`src/rtl/link_ds_param.sv`:
```
// link_ds_param -- multi-channel DDR-style link downstream receiver.
//
// Each channel collects two io beats into one 2*width_p flit ({beat1, beat0})
// and pushes it into a private 2^lg_fifo_depth_p entry buffer. The core side
// sees one combined flit that is valid only when every channel has data. A yumi
// pops all channels together. Each channel toggles a credit token every
// 2^lg_token_dec_p dequeues.
//
// Ports:
//   clk             sole clock, posedge
//   rst             async active-high reset
//   io_valid_i      [channels_p]           per-channel beat valid
//   io_data_i       [channels_p*width_p]   per-channel beat, ch c at [c*width_p +: width_p]
//   core_data_o     [2*channels_p*width_p] head flit, ch c at [c*2*width_p +: 2*width_p]
//   core_valid_o    all channel buffers non-empty
//   core_yumi_i     consumer takes head flit (ignored while core_valid_o low)
//   core_token_r_o  [channels_p]           per-channel credit-return toggle
//   err_o           sticky overflow flag
//
// Build option: define LINK_DS_PARAM_OVERFLOW_ERR_EN to make err_o latch on any
// dropped flit. Without it err_o is tied to 0 and no drop detection is built;
// dropping itself still happens.

module link_ds_param_ch #(
  parameter int width_p         = 8,
  parameter int lg_fifo_depth_p = 3,
  parameter int lg_token_dec_p  = 1
) (
  input  logic                 clk,
  input  logic                 rst,
  input  logic                 valid_i,
  input  logic [width_p-1:0]   data_i,
  input  logic                 deq_i,
  output logic [2*width_p-1:0] data_o,
  output logic                 nonempty_o,
  output logic                 token_o,
  output logic                 drop_o
);
  localparam int depth_lp  = 1 << lg_fifo_depth_p;
  localparam int ptr_w_lp  = lg_fifo_depth_p + 1;
  localparam int tcnt_w_lp = (lg_token_dec_p > 0) ? lg_token_dec_p : 1;
  localparam logic [tcnt_w_lp-1:0] tcnt_max_lp = tcnt_w_lp'((1 << lg_token_dec_p) - 1);

  logic                 phase_q, phase_d;
  logic [ptr_w_lp-1:0]  wptr_q, wptr_d, rptr_q, rptr_d;
  logic [tcnt_w_lp-1:0] tcnt_q, tcnt_d;
  logic                 token_q, token_d;
  logic [width_p-1:0]   beat0_q;
  logic [2*width_p-1:0] mem_q [depth_lp];

  logic full, empty, enq, enq_ok;

  assign empty  = (wptr_q == rptr_q);
  assign full   = (wptr_q[lg_fifo_depth_p] != rptr_q[lg_fifo_depth_p]) &&
                  (wptr_q[lg_fifo_depth_p-1:0] == rptr_q[lg_fifo_depth_p-1:0]);
  assign enq    = valid_i & phase_q;
  // A full buffer still accepts when the same edge frees a slot.
  assign enq_ok = enq & (~full | deq_i);

`ifdef LINK_DS_PARAM_OVERFLOW_ERR_EN
  assign drop_o = enq & full & ~deq_i;
`else
  assign drop_o = 1'b0;
`endif

  always_comb begin
    phase_d = phase_q ^ valid_i;
    wptr_d  = wptr_q + ptr_w_lp'(enq_ok);
    rptr_d  = rptr_q + ptr_w_lp'(deq_i);
    tcnt_d  = tcnt_q;
    token_d = token_q;
    if (deq_i) begin
      if (tcnt_q == tcnt_max_lp) begin
        tcnt_d  = '0;
        token_d = ~token_q;
      end else begin
        tcnt_d  = tcnt_q + tcnt_w_lp'(1);
      end
    end
  end

  always_ff @(posedge clk or posedge rst) begin
    if (rst) begin
      phase_q <= 1'b0;
      wptr_q  <= '0;
      rptr_q  <= '0;
      tcnt_q  <= '0;
      token_q <= 1'b0;
    end else begin
      phase_q <= phase_d;
      wptr_q  <= wptr_d;
      rptr_q  <= rptr_d;
      tcnt_q  <= tcnt_d;
      token_q <= token_d;
    end
  end

  // Datapath storage is not reset; writes are blocked while rst is high.
  always_ff @(posedge clk) begin
    if (!rst && valid_i && !phase_q) beat0_q <= data_i;
    if (!rst && enq_ok) mem_q[wptr_q[lg_fifo_depth_p-1:0]] <= {data_i, beat0_q};
  end

  assign data_o     = mem_q[rptr_q[lg_fifo_depth_p-1:0]];
  assign nonempty_o = ~empty;
  assign token_o    = token_q;
endmodule

module link_ds_param #(
  parameter int width_p         = 8,
  parameter int channels_p      = 2,
  parameter int lg_fifo_depth_p = 3,
  parameter int lg_token_dec_p  = 1
) (
  input  logic                            clk,
  input  logic                            rst,
  input  logic [channels_p-1:0]           io_valid_i,
  input  logic [channels_p*width_p-1:0]   io_data_i,
  output logic [2*channels_p*width_p-1:0] core_data_o,
  output logic                            core_valid_o,
  input  logic                            core_yumi_i,
  output logic [channels_p-1:0]           core_token_r_o,
  output logic                            err_o
);
  logic [channels_p-1:0]                nonempty;
  logic [channels_p-1:0]                drop;
  logic [channels_p-1:0][2*width_p-1:0] flit;
  logic                                 deq;

  assign core_valid_o = &nonempty;
  assign deq          = core_yumi_i & core_valid_o;
  assign core_data_o  = flit;

  link_ds_param_ch #(
    .width_p        (width_p),
    .lg_fifo_depth_p(lg_fifo_depth_p),
    .lg_token_dec_p (lg_token_dec_p)
  ) u_ch [channels_p-1:0] (
    .clk       (clk),
    .rst       (rst),
    .valid_i   (io_valid_i),
    .data_i    (io_data_i),
    .deq_i     (deq),
    .data_o    (flit),
    .nonempty_o(nonempty),
    .token_o   (core_token_r_o),
    .drop_o    (drop)
  );

`ifdef LINK_DS_PARAM_OVERFLOW_ERR_EN
  logic err_q, err_d;

  always_comb begin
    err_d = err_q | (|drop);
  end

  always_ff @(posedge clk or posedge rst) begin
    if (rst) err_q <= 1'b0;
    else     err_q <= err_d;
  end

  assign err_o = err_q;
`else
  logic unused_drop;
  assign unused_drop = |drop;
  assign err_o       = 1'b0;
`endif
endmodule

```
`config.mk`:
```
export PLATFORM = sky130hd
export DESIGN_NAME = link_ds_param
export DESIGN_NICKNAME = d
export VERILOG_FILES = /design/src/rtl/link_ds_param.sv
export SDC_FILE = /design/constraint.sdc
export NUM_CORES = 1
export LEC_CHECK = 0
export ABC_AREA = 1
export BUFFER_PORTS_ARGS = -buffer_cell sky130_fd_sc_hd__buf_2
export CAP_MARGIN = 20
export CORE_MARGIN = 2
export CORE_UTILIZATION = 40
export DETAILED_ROUTE_END_ITERATION = 8
export PLACE_DENSITY = 0.55
export SLEW_MARGIN = 5
export SYNTH_ARGS = -nofsm -noshare
export SYNTH_HDL_FRONTEND = slang
export SYNTH_SLANG_ARGS = --single-unit
```
`constraint.sdc`:
```
create_clock -name clk -period 2.5 [get_ports clk]
set_clock_uncertainty 0.2 [all_clocks]
set_input_delay 0.125 -clock clk [delete_from_list [all_inputs] [get_ports clk]]
set_output_delay 0.125 -clock clk [all_outputs]
set_load 0.01 [all_outputs]
```
### After elaboration in Yosys (flattened, before gate mapping)

Memory sizes are Yosys's and may differ from the RTL's.
Cells that the tools add are included.

* bits in registers: 38
* bits in writable memories: 256
* input port bits: 21
* output and inout bits: 36
* word-level logic and storage cells: 61
* memories kept: 2

* add/sub/neg operators: 6
* equality and inequality tests: 6
* multiplexer cells: 6
* bitwise operators: 15
* reduce and logical (&&, ||, !) cells: 14

Memory list
* u_ch[0].mem_q: depth 8, bits a word 16, read ports 1, clocked after Yosys merged registers in 0, wr ports 1, RTL line 49 `logic [2*width_p-1:0] mem_q [depth_lp];`
* u_ch[1].mem_q: depth 8, bits a word 16, read ports 1, clocked after Yosys merged registers in 0, wr ports 1, RTL line 49

Operators with widths (count)
* adder 4 x 1 -> 4 bit: 4
* == test 4 bit: 2
* logical AND 1 bit: 8
* == test 3 bit: 2
* two-way mux 1 bit: 6
* NOT 1 bit: 6
* AND reduction 2 bit: 3
* AND 1 bit: 5
* logical NOT 1 bit: 3
* adder 1 bit (second input constant): 2
* inequality test 1 bit: 2
* bitwise OR 1 bit: 2
* bitwise XOR 1 bit: 2

### Longest topological paths before layout

Gate-level depths: netlist of the first run.

* word-level depth: 9
* mapped depth: 11
* gate-level depth less buffers: 10

### Hierarchy

Synthesis of the first run repeated with hierarchy kept, for this count alone.

* cells, all modules: 882
* area, all modules: 11577.4 µm²

By module, submodules not included
* link_ds_param_ch: times used 2, cells each 438, area an instance 5774.3 µm², seq. area each 4359.2 µm²
* link_ds_param: times used 1, cells each 6, area an instance 28.8 µm², seq. area each 0.0 µm²

### Worst setup path after synthesis of the first run

OpenSTA, ideal clock, no wires.

* path type: flip-flop to flip-flop
* from: reg u_ch[1].rptr_q[0]
* to: mem u_ch[0].mem_q[0][0] (netlist bit) (enable)
* library setup time: 0.376 ns
* data arrival time: 1.653 ns
* data required time: 1.924 ns
* slack: 0.271 ns
* cell stages (with the launch flop): 11
* path buffers: 1
* clock period less this slack: 2.229 ns
* cell sequence: dfrtp_1 > buf_4 > inv_2 > nand2_1 > nand2_1 > nor2_1 > nand2_2 > nand3_4 > nand2_2 > nand3_4 > nor2_2

* longest elaborated chain between the ends: 9

RTL lines
* start, declared: RTL line 45 `logic [ptr_w_lp-1:0] wptr_q, wptr_d, rptr_q, rptr_d;`
* start signal, assigned: RTL line 92 `rptr_q <= rptr_d;`
* == test 4 bit: RTL line 53 `assign empty = (wptr_q == rptr_q);`
* NOT 1 bit: RTL line 105 `assign nonempty_o = ~empty;`
* AND reduction 2 bit: RTL line 130 `assign core_valid_o = &nonempty;`
* AND 1 bit: RTL line 131 `assign deq = core_yumi_i & core_valid_o;`
* bitwise OR 1 bit: RTL line 58 `assign enq_ok = enq & (~full | deq_i);`
* AND 1 bit: RTL line 58
* logical AND 1 bit: RTL line 101 `if (!rst && enq_ok) mem_q[wptr_q[lg_fifo_depth_p-1:0]] <= {data_i, beat0_q};`
* two-way mux 1 bit: RTL line 101
* two-way mux 1 bit (implied by the code): RTL line 101
* end, declared: RTL line 49

No other way between the ends.

### Worst setup path in the final report of the first run

* from: reg u_ch[0].rptr_q[1]
* to: out core_data_o[4]

* longest elaborated chain between the ends: 1

RTL lines
* start, declared: RTL line 45
* start signal, assigned: RTL line 92
* memory read (8 x 16 bit)
* end, declared: RTL line 119 `output logic [2*channels_p*width_p-1:0] core_data_o,`

No other way between the ends.

==> results.sh, run 1 <==
export IMPL_fmax_mhz=424
export IMPL_critical_path_top_delay_family="buffers and inverters"
export IMPL_cell_types_occupying_the_most_area_after_synthesis="sky130_fd_sc_hd__edfxtp_1, sky130_fd_sc_hd__dfrtp_1, sky130_fd_sc_hd__nor2_1, sky130_fd_sc_hd__nand2_1, sky130_fd_sc_hd__o22ai_1"
export IMPL_p_leak_nw=4.79
export IMPL_start_util_pct=40.6
export IMPL_areaGrowthSynthToFinish_pct=17.4
export IMPL_hold_slack_ns=0.189
export IMPL_ys_ff_latch=294
export IMPL_critical_path_max_fanout=34
export IMPL_dpl_cell_area_um2=12500
export IMPL_synth_seq_area_share_pct=75.0
export IMPL_tightest_slew_ns=0.601
export IMPL_rsz0062_at_grt="no"
export IMPL_via_density_per_instance=5.04
export IMPL_pin_count=57
export IMPL_wirelength_um=25000
export IMPL_mappedNetlistNets=921
export IMPL_dpl_worst_slack_ns=0.311
export IMPL_final_period_minus_worst_setup_slack_ns=2.36
export IMPL_design_final_nets=1009
export IMPL_post_route_worst_setup_slack_ns=0.141
export IMPL_ys_flop_type="sky130_fd_sc_hd__edfxtp_1"
export IMPL_io_buffer_count=55
export IMPL_yosysMostFrequentCell="sky130_fd_sc_hd__edfxtp_1"
export IMPL_critical_path_slowest_cell="sky130_fd_sc_hd__dfrtp_1"
export IMPL_crit_top_cell="sky130_fd_sc_hd__nand2_1"
export IMPL_number_of_filler_instances_in_the_final_layout=2507
export IMPL_peakVddDrop_uv=563
export IMPL_tritoncts_num_sinks=294
export IMPL_timing_max_cap_violations=0
export IMPL_crit_path_cell_trace="buf_4, o21ai_0, o22ai_1, nand2_1, nand2_1, buf_2"
export IMPL_timing_critical_path_to_type="primary output"
export IMPL_hold_viol_final=0
export IMPL_slew_headroom_pct=59.8
export IMPL_post_synth_inst_count=890
export IMPL_cts_htree_levels=1
export IMPL_grt_usage_pct=16.5
export IMPL_drcViolationCount=0
export IMPL_crit_path_start_kind="flop"
export IMPL_antenna_diode_count=0
export IMPL_setup_violations_final=0
export IMPL_final_setup_tns_ns=0
export IMPL_synth_top_cells_by_count="sky130_fd_sc_hd__edfxtp_1, sky130_fd_sc_hd__nor2_1, sky130_fd_sc_hd__nand2_1, sky130_fd_sc_hd__o21ai_0, sky130_fd_sc_hd__o22ai_1"
export IMPL_drt_pre_antenna_iters=5
export IMPL_hold_path_cell_count=3
export IMPL_count_of_flip_flops_with_a_built_in_enable_after_synthesis=272
export IMPL_cp_required_ns=2.17
export IMPL_die_w_um=174
export IMPL_postLayoutCellArea_um2=13700
export IMPL_cts_buffers=30
export IMPL_detailedPlacementHpwl_um=15200
export IMPL_core_area_um2=28600
export IMPL_wl_per_cell_um=18.1
export IMPL_final_max_slew_violation_count=0
export IMPL_antenna_violations_before_repair=0
export IMPL_power_per_cell_area_nw_per_um2=1140
export IMPL_route_vias_total=6974
export IMPL_status="completed"
export IMPL_cp_num_buf_inv=2
export IMPL_synth_async_reset_ratio_pct=7.48
export IMPL_post_synth_num_cell_types=26
export IMPL_worst_setup_hold_path_clk_slew_ns=0.06
export IMPL_worst_hold_path_type="input pin to flop"
export IMPL_drive_above_1_share_pct=16.3
export IMPL_globalRoute_totalOverflow=0
export IMPL_grt_max_degree=65
export IMPL_die_h_um=174
export IMPL_first_iter_violations=446
export IMPL_yosysWarnings=0
export IMPL_count_of_nets_left_with_antenna_violations_after_detail_routing=0
export IMPL_crit_type="flop to primary output"
export IMPL_cts_tree="done"
export IMPL_number_of_global_route_vias_before_repair=6896
export IMPL_clkLatencyLatePin_ns=0.55
export IMPL_netlist_area_leader_share_pct=70.3
export IMPL_floorplan_die_area_um2=30400
export IMPL_worst_r2r_cell_count=10
export IMPL_gp_congestion=0.761
export IMPL_floorplan_rows=62
export IMPL_global_route_wire_length_before_repair_um=38900
export IMPL_timing_critical_path_slowest_cell_delay_ns=0.39
export IMPL_cts_root_buffer="sky130_fd_sc_hd__clkbuf_16"
export IMPL_synthesis_area_um2=11600
export IMPL_timing_critical_path_depth=6
export IMPL_clk_path_buf_depth=3
export IMPL_post_synth_cell_area_avg_um2=13.1
export IMPL_worst_ep_arrival_time_ns=2.03
export IMPL_synth_top_cell_by_area="sky130_fd_sc_hd__edfxtp_1"
export IMPL_post_route_period_util_pct=94.4
[final cells by class]
| class | instances | area [µm²] | share of cell area (%) |
|---|---|---|---|
| tap | 384 | 480 | 3.52 |
| clock buffer | 39 | 785 | 5.75 |
| timing repair buffer | 107 | 901 | 6.60 |
| clock inverter | 14 | 101 | 0.742 |
| inverter | 20 | 77.6 | 0.568 |
| multi-input combinational | 525 | 2590 | 19.0 |
| sequential | 294 | 8720 | 63.9 |
[worst min-delay path, cell delays in order]
cell and delay (ns):
sky130_fd_sc_hd__dlygate4sd3_1 0.53, sky130_fd_sc_hd__buf_2 0.11, sky130_fd_sc_hd__ha_1 0.12
[flip-flops by register name, indices dropped and copies added (netlist names)]
name / flops
u_ch.wptr_q: 8
u_ch.beat0_q: 16
u_ch.tcnt_q: 2
u_ch.mem_q: 256
u_ch.rptr_q: 8
u_ch.phase_q: 2
u_ch.token_o: 2
[cells in the final DEF, fill, tap and decap left out, types with 2 or more instances in the layout]
cell / instances
sky130_fd_sc_hd__o21ai_0: 77
sky130_fd_sc_hd__a21boi_1: 2
sky130_fd_sc_hd__buf_2: 55
sky130_fd_sc_hd__clkbuf_16: 30
sky130_fd_sc_hd__nor2_2: 17
sky130_fd_sc_hd__nand3_4: 3
sky130_fd_sc_hd__xor2_1: 10
sky130_fd_sc_hd__clkbuf_1: 9
sky130_fd_sc_hd__ha_1: 10
sky130_fd_sc_hd__buf_4: 15
sky130_fd_sc_hd__inv_1: 9
sky130_fd_sc_hd__o22ai_1: 63
sky130_fd_sc_hd__nor3_1: 2
sky130_fd_sc_hd__nand2_2: 7
sky130_fd_sc_hd__dlygate4sd3_1: 21
sky130_fd_sc_hd__inv_2: 10
sky130_fd_sc_hd__nand3_1: 22
sky130_fd_sc_hd__dfrtp_2: 2
sky130_fd_sc_hd__clkinv_1: 9
sky130_fd_sc_hd__edfxtp_1: 272
sky130_fd_sc_hd__nand2_1: 121
sky130_fd_sc_hd__nor2_1: 133
sky130_fd_sc_hd__buf_12: 14
sky130_fd_sc_hd__dfrtp_1: 20
sky130_fd_sc_hd__nand3b_1: 2
sky130_fd_sc_hd__o21ai_1: 53
sky130_fd_sc_hd__buf_6: 2
[path summary, 6_finish.rpt]
check	start	to	slack [ns]
worst min-delay path	io_valid_i[1]	u_ch[1].phase_q$_DFF_PP0_	0.19
min in group asynchronous	rst	u_ch[0].wptr_q[0]$_DFF_PP0_	0.43
max in group asynchronous	rst	u_ch[1].rptr_q[0]$_DFF_PP0_	1.16
worst max-delay path	u_ch[0].rptr_q[1]$_DFF_PP0_	core_data_o[4]	0.14
worst max register to register	u_ch[0].wptr_q[0]$_DFF_PP0_	u_ch[0].mem_q[6][2]$_DFFE_PP_	0.32
worst min register to register	u_ch[1].phase_q$_DFF_PP0_	u_ch[1].phase_q$_DFF_PP0_	0.30
[routing by layer]
layer | GRT usage, % | share of wire, % | vias to the layer above
li1 | - | - | 3390
met1 | 23.2 | 47 | 3437
met2 | 27.4 | 48 | 121
met3 | 2.21 | 3.3 | 26
met4 | 3.50 | 1.3 | 0
met5 | 0 | 0 | -
[repair_timing]
item / CTS / global route
hold endpoints to repair: 192 / 0
buffers inserted: 0 / 0
cloned: 0 / 0
gates resized for setup: 4 / 15
hold buffers: 21 / 0
endpoints found under the setup margin: 32 / 29
[power by group]
group	internal, mW	leakage (nW)	switching (mW)
Combinational	1.83	1.66	3.47
Sequential	5.85	2.71	0.331
Clock	2.30	0.424	1.72
[metrics by stage]
| step | utilization (%) | instances | total power [mW] |
|---|---|---|---|
| 6_report | 47.7 | 1383 | 15.5 |
| 5_1_grt | 47.7 | 1383 | 16.5 |
| 4_1_cts | 47.5 | 1383 | 15.6 |
| 3_5_place_dp | 43.6 | 1309 | 11.5 |
| 3_3_place_gp | 43.6 | 1309 | 11.5 |
| 2_1_floorplan | - | 890 | 9.74 |
[cell families (layout without fill, tap and decap cells)]
| group | after synthesis | count (layout) | synth area share (%) |
|---|---|---|---|
| AO/OA/AOI/OAI | 196 | 196 | 9.17 |
| XOR/XNOR | 10 | 10 | 0.753 |
| adder cells (fa/ha/maj) | 10 | 10 | 1.08 |
| buffers and inverters | 71 | 180 | 2.81 |
| flip-flops | 294 | 294 | 75.0 |
| other | 1 | 1 | 0.0323 |
| AND/OR/NAND/NOR | 308 | 308 | 11.2 |
(Power assumes the default switching activity.)
==> run 2, diff against run 1 <==
--- a/config.mk
+++ b/config.mk
@@ -15,4 +15,5 @@
 export SLEW_MARGIN = 5
 export SYNTH_ARGS = -nofsm -noshare
 export SYNTH_HDL_FRONTEND = slang
+export SYNTH_HIERARCHICAL = 1
 export SYNTH_SLANG_ARGS = --single-unit
==> run 2 against run 1 <==
Flip-flop and latch count did not move. Highest routed layer unchanged. Largest power group unchanged. Utilization rose by 1.3 points. Final cell count rose by 0.58%.
==> results.sh, run 2 <==
export IMPL_worst_ep_arrival_time_ns=2.08
export IMPL_worst_r2r_cell_count=12
export IMPL_floorplan_rows=62
export IMPL_crit_top_cell="sky130_fd_sc_hd__nand2_1"
export IMPL_p_leak_nw=4.95
export IMPL_route_vias_total=7132
export IMPL_globalRoute_totalOverflow=0
export IMPL_hold_viol_final=0
export IMPL_count_of_placed_standard_cells_in_the_final_layout_fillers_left_out=1391
export IMPL_critical_path_max_fanout=19
export IMPL_floorplan_die_area_um2=30300
export IMPL_drcViolationCount=0
export IMPL_peakVddDrop_uv=590
export IMPL_placedCellCount=1310
export IMPL_grt_usage_pct=17.2
export IMPL_via_density_per_instance=5.13
export IMPL_grt_max_degree=66
export IMPL_clkLatencyLatePin_ns=0.55
export IMPL_final_max_slew_violation_count=0
export IMPL_cp_required_ns=2.17
export IMPL_mappedNetlistNets=909
export IMPL_post_route_period_util_pct=96.2
export IMPL_most_frequent_cells_in_the_layout="sky130_fd_sc_hd__edfxtp_1, sky130_fd_sc_hd__nor2_1, sky130_fd_sc_hd__nand2_1"
export IMPL_hold_path_cell_count=3
export IMPL_power_per_cell_area_nw_per_um2=1180
export IMPL_post_synth_cell_area_avg_um2=13.2
export IMPL_crit_type="flop to primary output"
export IMPL_wirelength_um=26100
export IMPL_number_of_global_route_vias_before_repair=7214
export IMPL_detailedPlacementHpwl_um=14700
export IMPL_design_power_total_mw=16.5
export IMPL_fmax_mhz=416
export IMPL_largest_register_ffs=256
export IMPL_dpl_worst_slack_ns=0.188
export IMPL_timing_critical_path_to_type="primary output"
export IMPL_antenna_violations_before_repair=0
export IMPL_die_w_um=174
export IMPL_start_util_pct=40.5
export IMPL_post_route_worst_setup_slack_ns=0.0956
export IMPL_worst_setup_hold_path_clk_slew_ns=0.06
export IMPL_gp_congestion=0.764
export IMPL_antenna_diode_count=0
export IMPL_pin_count=57
export IMPL_crit_path_start_kind="flop"
export IMPL_leading_cell_type_in_the_layout_fill_and_taps_excluded="sky130_fd_sc_hd__edfxtp_1"
export IMPL_rsz0062_at_grt="no"
export IMPL_first_iter_violations=544
export IMPL_fin_util_pct=49.0
export IMPL_design_final_nets=1013
export IMPL_drt_pre_antenna_iters=6
export IMPL_drive_above_1_share_pct=18.0
export IMPL_cts_root_buffer="sky130_fd_sc_hd__clkbuf_16"
export IMPL_yosysWarnings=6
export IMPL_core_area_um2=28500
export IMPL_final_period_minus_worst_setup_slack_ns=2.40
export IMPL_clk_path_buf_depth=3
export IMPL_critical_path_slowest_cell="sky130_fd_sc_hd__clkinvlp_4"
export IMPL_status="completed"
export IMPL_count_of_nets_left_with_antenna_violations_after_detail_routing=0
export IMPL_worst_hold_path_type="input pin to flop"
export IMPL_areaGrowthSynthToFinish_pct=21.1
export IMPL_timing_critical_path_slowest_cell_delay_ns=0.40
export IMPL_cts_htree_levels=1
export IMPL_tritoncts_num_sinks=294
export IMPL_cts_tree="done"
export IMPL_timing_max_cap_violations=0
export IMPL_synthesis_area_um2=11600
export IMPL_post_synth_inst_count=878
export IMPL_wl_per_cell_um=18.8
export IMPL_crit_path_cell_trace="buf_6, clkinvlp_4, nand2_1, nand2_1, buf_2"
export IMPL_global_route_wire_length_before_repair_um=40500
export IMPL_die_h_um=174
export IMPL_number_of_filler_instances_in_the_final_layout=2542
export IMPL_setup_violations_final=0
export IMPL_io_buffer_count=55
export IMPL_cts_buffers=31
run 2: repair_timing:
action,4_1_cts,5_1_grt
gates resized for setup,7,14
gates cloned,0,1
endpoints found under the setup margin,31,35
endpoints found under the hold margin,190,0
hold buffers,21,0
setup buffers,0,1
run 2: final timing paths:
kind,from,to,slack [ns]
setup / recovery,u_ch[0]/rptr_q[2]$_DFF_PP0_,core_data_o[2],0.1
max in group asynchronous,rst,u_ch[0]/wptr_q[0]$_DFF_PP0_,1.21
hold / removal,io_valid_i[0],u_ch[0]/phase_q$_DFF_PP0_,0.16
hold reg to reg,u_ch[1]/tcnt_q$_DFFE_PP0P_,u_ch[1]/tcnt_q$_DFFE_PP0P_,0.27
setup reg to reg,u_ch[0]/rptr_q[0]$_DFF_PP0_,u_ch[0]/mem_q[4][1]$_DFFE_PP_,0.21
min in group asynchronous,rst,u_ch[1]/token_o$_DFFE_PP0P_,0.43
run 2: layout make-up:
type	count	area, µm²	share of cell area (%)
well taps	384	480	3.43
clock inverters	25	307	2.19
multi-input cells	515	2540	18.1
clock buffers	33	783	5.60
repair buffers	120	1080	7.73
inverters	20	82.6	0.590
flip-flops and latches	294	8720	62.3
run 2: routing by layer:
metal | GRT usage (%) | part of all wire [%] | vias to the layer above
met5 | 0 | 0 | -
met4 | 5.08 | 2.3 | 0
met3 | 2.17 | 5.0 | 46
met2 | 27.8 | 47 | 166
met1 | 24.4 | 46 | 3543
li1 | - | - | 3377
run 2: power breakdown:
group          total [mW]  internal, mW  leakage, nW  switching (mW)
combinational        5.57          1.97         1.71            3.60
sequential           6.11          5.86         2.70           0.255
clock                4.83          2.99        0.539            1.85
run 2: metrics by stage:
stage / area, µm² / TNS, ns / hold WS [ns]
floorplan: 11600 / -29.81 / -0.185
global placement: 12600 / 0 / -0.114
detailed placement: 12600 / 0 / -0.112
CTS: 13900 / 0 / 0.142
global route: 14000 / 0 / 0.191
finish: 14000 / 0 / 0.165
run 2: critical path: cells and delay by family, from the launching register on:
family	cells	cell delay, ns
buffers and inverters	3	0.81
DFF	1	0.39
and+or+nand+nor	2	0.31
==> run 3, diff against run 2 <==
--- a/config.mk
+++ b/config.mk
@@ -8,6 +8,7 @@
 export ABC_AREA = 1
 export BUFFER_PORTS_ARGS = -buffer_cell sky130_fd_sc_hd__buf_2
 export CAP_MARGIN = 20
+export CORE_ASPECT_RATIO = 1.5
 export CORE_MARGIN = 2
 export CORE_UTILIZATION = 40
 export DETAILED_ROUTE_END_ITERATION = 8
==> run 3 against run 2 <==
Clock-buffer cell count shrank 1. Flip-flop and latch count unchanged. First-iteration DRC count decreased by 24%. Die area hardly changed. Worst hold slack improved by 0.021 ns. Sequential power about the same.
==> results.sh, run 3 (synthesis gave the netlist of run 2 again) <==
export IMPL_grt_max_degree=66
export IMPL_hold_path_cell_count=3
export IMPL_hold_viol_final=0
export IMPL_placedCellCount=1313
export IMPL_wl_per_cell_um=18.3
export IMPL_count_of_placed_standard_cells_in_the_final_layout_fillers_left_out=1389
export IMPL_io_buffer_count=55
export IMPL_dpl_cell_area_um2=12600
export IMPL_crit_type="flop to primary output"
export IMPL_antenna_violations_before_repair=0
export IMPL_fmax_mhz=420
export IMPL_regToRegEndpoint="u_ch[1]/wptr_q[2]$_DFF_PP0_"
export IMPL_final_period_minus_worst_setup_slack_ns=2.38
export IMPL_status="completed"
export IMPL_gp_congestion=0.766
export IMPL_wirelength_um=25400
export IMPL_grt_usage_pct=17.1
export IMPL_crit_path_start_kind="flop"
export IMPL_timing_rr_start="u_ch[0]/wptr_q[1]$_DFF_PP0_"
export IMPL_critical_path_max_fanout=65
export IMPL_worst_ep_arrival_time_ns=2.05
export IMPL_worst_hold_path_type="input pin to flop"
export IMPL_detailedPlacementHpwl_um=15400
export IMPL_final_max_slew_violation_count=0
export IMPL_number_of_global_route_vias_before_repair=7106
export IMPL_count_of_nets_left_with_antenna_violations_after_detail_routing=0
export IMPL_clk_path_buf_depth=3
export IMPL_floorplan_die_area_um2=30300
export IMPL_drive_above_1_share_pct=17.0
export IMPL_min_delay_worst_endpoint="u_ch[0]/phase_q$_DFF_PP0_"
export IMPL_start_util_pct=40.4
export IMPL_drcViolationCount=0
export IMPL_core_area_um2=28600
export IMPL_clkLatencyLatePin_ns=0.54
export IMPL_globalRoute_totalOverflow=0
export IMPL_global_route_wire_length_before_repair_um=39700
export IMPL_design_final_nets=1008
export IMPL_cts_htree_levels=1
export IMPL_cts_buffers=28
export IMPL_cts_tree="done"
export IMPL_cp_required_ns=2.17
export IMPL_antenna_diode_count=0
export IMPL_crit_path_start="u_ch[0]/rptr_q[0]$_DFF_PP0_"
export IMPL_post_route_period_util_pct=95.2
export IMPL_timing_critical_path_to_type="primary output"
export IMPL_power_per_cell_area_nw_per_um2=1140
export IMPL_worst_setup_hold_path_clk_slew_ns=0.06
export IMPL_via_density_per_instance=4.98
export IMPL_route_vias_total=6921
export IMPL_setup_violations_final=0
export IMPL_die_h_um=212
export IMPL_p_leak_nw=4.84
export IMPL_worst_r2r_cell_count=13
export IMPL_die_w_um=143
export IMPL_postLayoutCellArea_um2=13800
export IMPL_pin_count=57
export IMPL_floorplan_rows=76
export IMPL_timing_max_cap_violations=0
export IMPL_drt_pre_antenna_iters=4
export IMPL_r2r_slack_ns=0.21
export IMPL_first_iter_violations=416
export IMPL_most_frequent_cells_in_the_layout="sky130_fd_sc_hd__edfxtp_1, sky130_fd_sc_hd__nor2_1, sky130_fd_sc_hd__nand2_1"
export IMPL_final_setup_tns_ns=0
export IMPL_largest_register_ffs=256
export IMPL_tritoncts_num_sinks=294
export IMPL_cts_root_buffer="sky130_fd_sc_hd__clkbuf_16"
export IMPL_areaGrowthSynthToFinish_pct=19.4
export IMPL_hold_path_startpoint="io_valid_i[0]"
export IMPL_peakVddDrop_uv=666
export IMPL_number_of_filler_instances_in_the_final_layout=2522
export IMPL_leading_cell_type_in_the_layout_fill_and_taps_excluded="sky130_fd_sc_hd__edfxtp_1"
-- run 3: worst max-delay path, cell delays in order, from the launching register on --
cell and delay (ns):
sky130_fd_sc_hd__dfrtp_2 0.40, sky130_fd_sc_hd__buf_8 0.32, sky130_fd_sc_hd__o21ai_0 0.18, sky130_fd_sc_hd__o22ai_1 0.19, sky130_fd_sc_hd__nand2_1 0.08, sky130_fd_sc_hd__nand2_1 0.13, sky130_fd_sc_hd__buf_2 0.16
-- run 3: repair_timing --
action | 4_1_cts | 5_1_grt
endpoints found under the hold margin | 191 | 0
hold buffers | 21 | 0
setup buffers | 3 | 0
pin swaps | 0 | 0
endpoints found under the setup margin | 32 | 206
gates resized for setup | 7 | 19
-- run 3: per-stage QoR --
step           setup slack (ns)  utilization, %  power (mW)  hold WS (ns)
2_1_floorplan            -0.116               -        9.67        -0.185
3_3_place_gp              0.198            43.8        11.4        -0.120
3_5_place_dp              0.160            43.8        11.5        -0.109
4_1_cts                  0.0166            48.0        15.8         0.169
5_1_grt                -0.00226            48.2        16.7         0.195
6_report                  0.121            48.2        15.7         0.185
-- run 3: report_power, final --
| part | internal, mW | switching, mW | leakage, nW |
|---|---|---|---|
| Combinational | 1.87 | 3.49 | 1.69 |
| Sequential | 5.86 | 0.255 | 2.70 |
| Clock | 2.46 | 1.75 | 0.449 |
| Total | 10.2 | 5.50 | 4.84 |
-- run 3: cell type report --
type / instances / area [µm²] / share of cell area [%]
Sequential cell: 294 / 8720 / 63.3
Multi-Input combinational cell: 515 / 2550 / 18.5
Timing Repair Buffer: 118 / 1020 / 7.42
Clock buffer: 32 / 716 / 5.19
Tap cell: 390 / 488 / 3.54
Clock inverter: 20 / 203 / 1.47
Inverter: 20 / 82.6 / 0.599
-- run 3: worst max-delay path by stage --
stage,end,cells after the start
finish,core_data_o[4],6
CTS,core_data_o[4],6
detailed placement,u_ch[0]/wptr_q[2]$_DFF_PP0_,13
floorplan,u_ch[0]/mem_q[0][0]$_DFFE_PP_,13
global placement,u_ch[0]/wptr_q[2]$_DFF_PP0_,13
global route,core_data_o[6],6
-- run 3: per-layer routing --
metal | share of wire [%] | wire, µm | GRT usage [%] | up-vias
met4 | 2.6 | 667 | 5.19 | 0
met3 | 2.9 | 728 | 1.78 | 42
met5 | 0 | 0 | 0 | -
li1 | - | - | - | 3378
met1 | 39 | 9980 | 19.8 | 3380
met2 | 55 | 14000 | 33.0 | 121
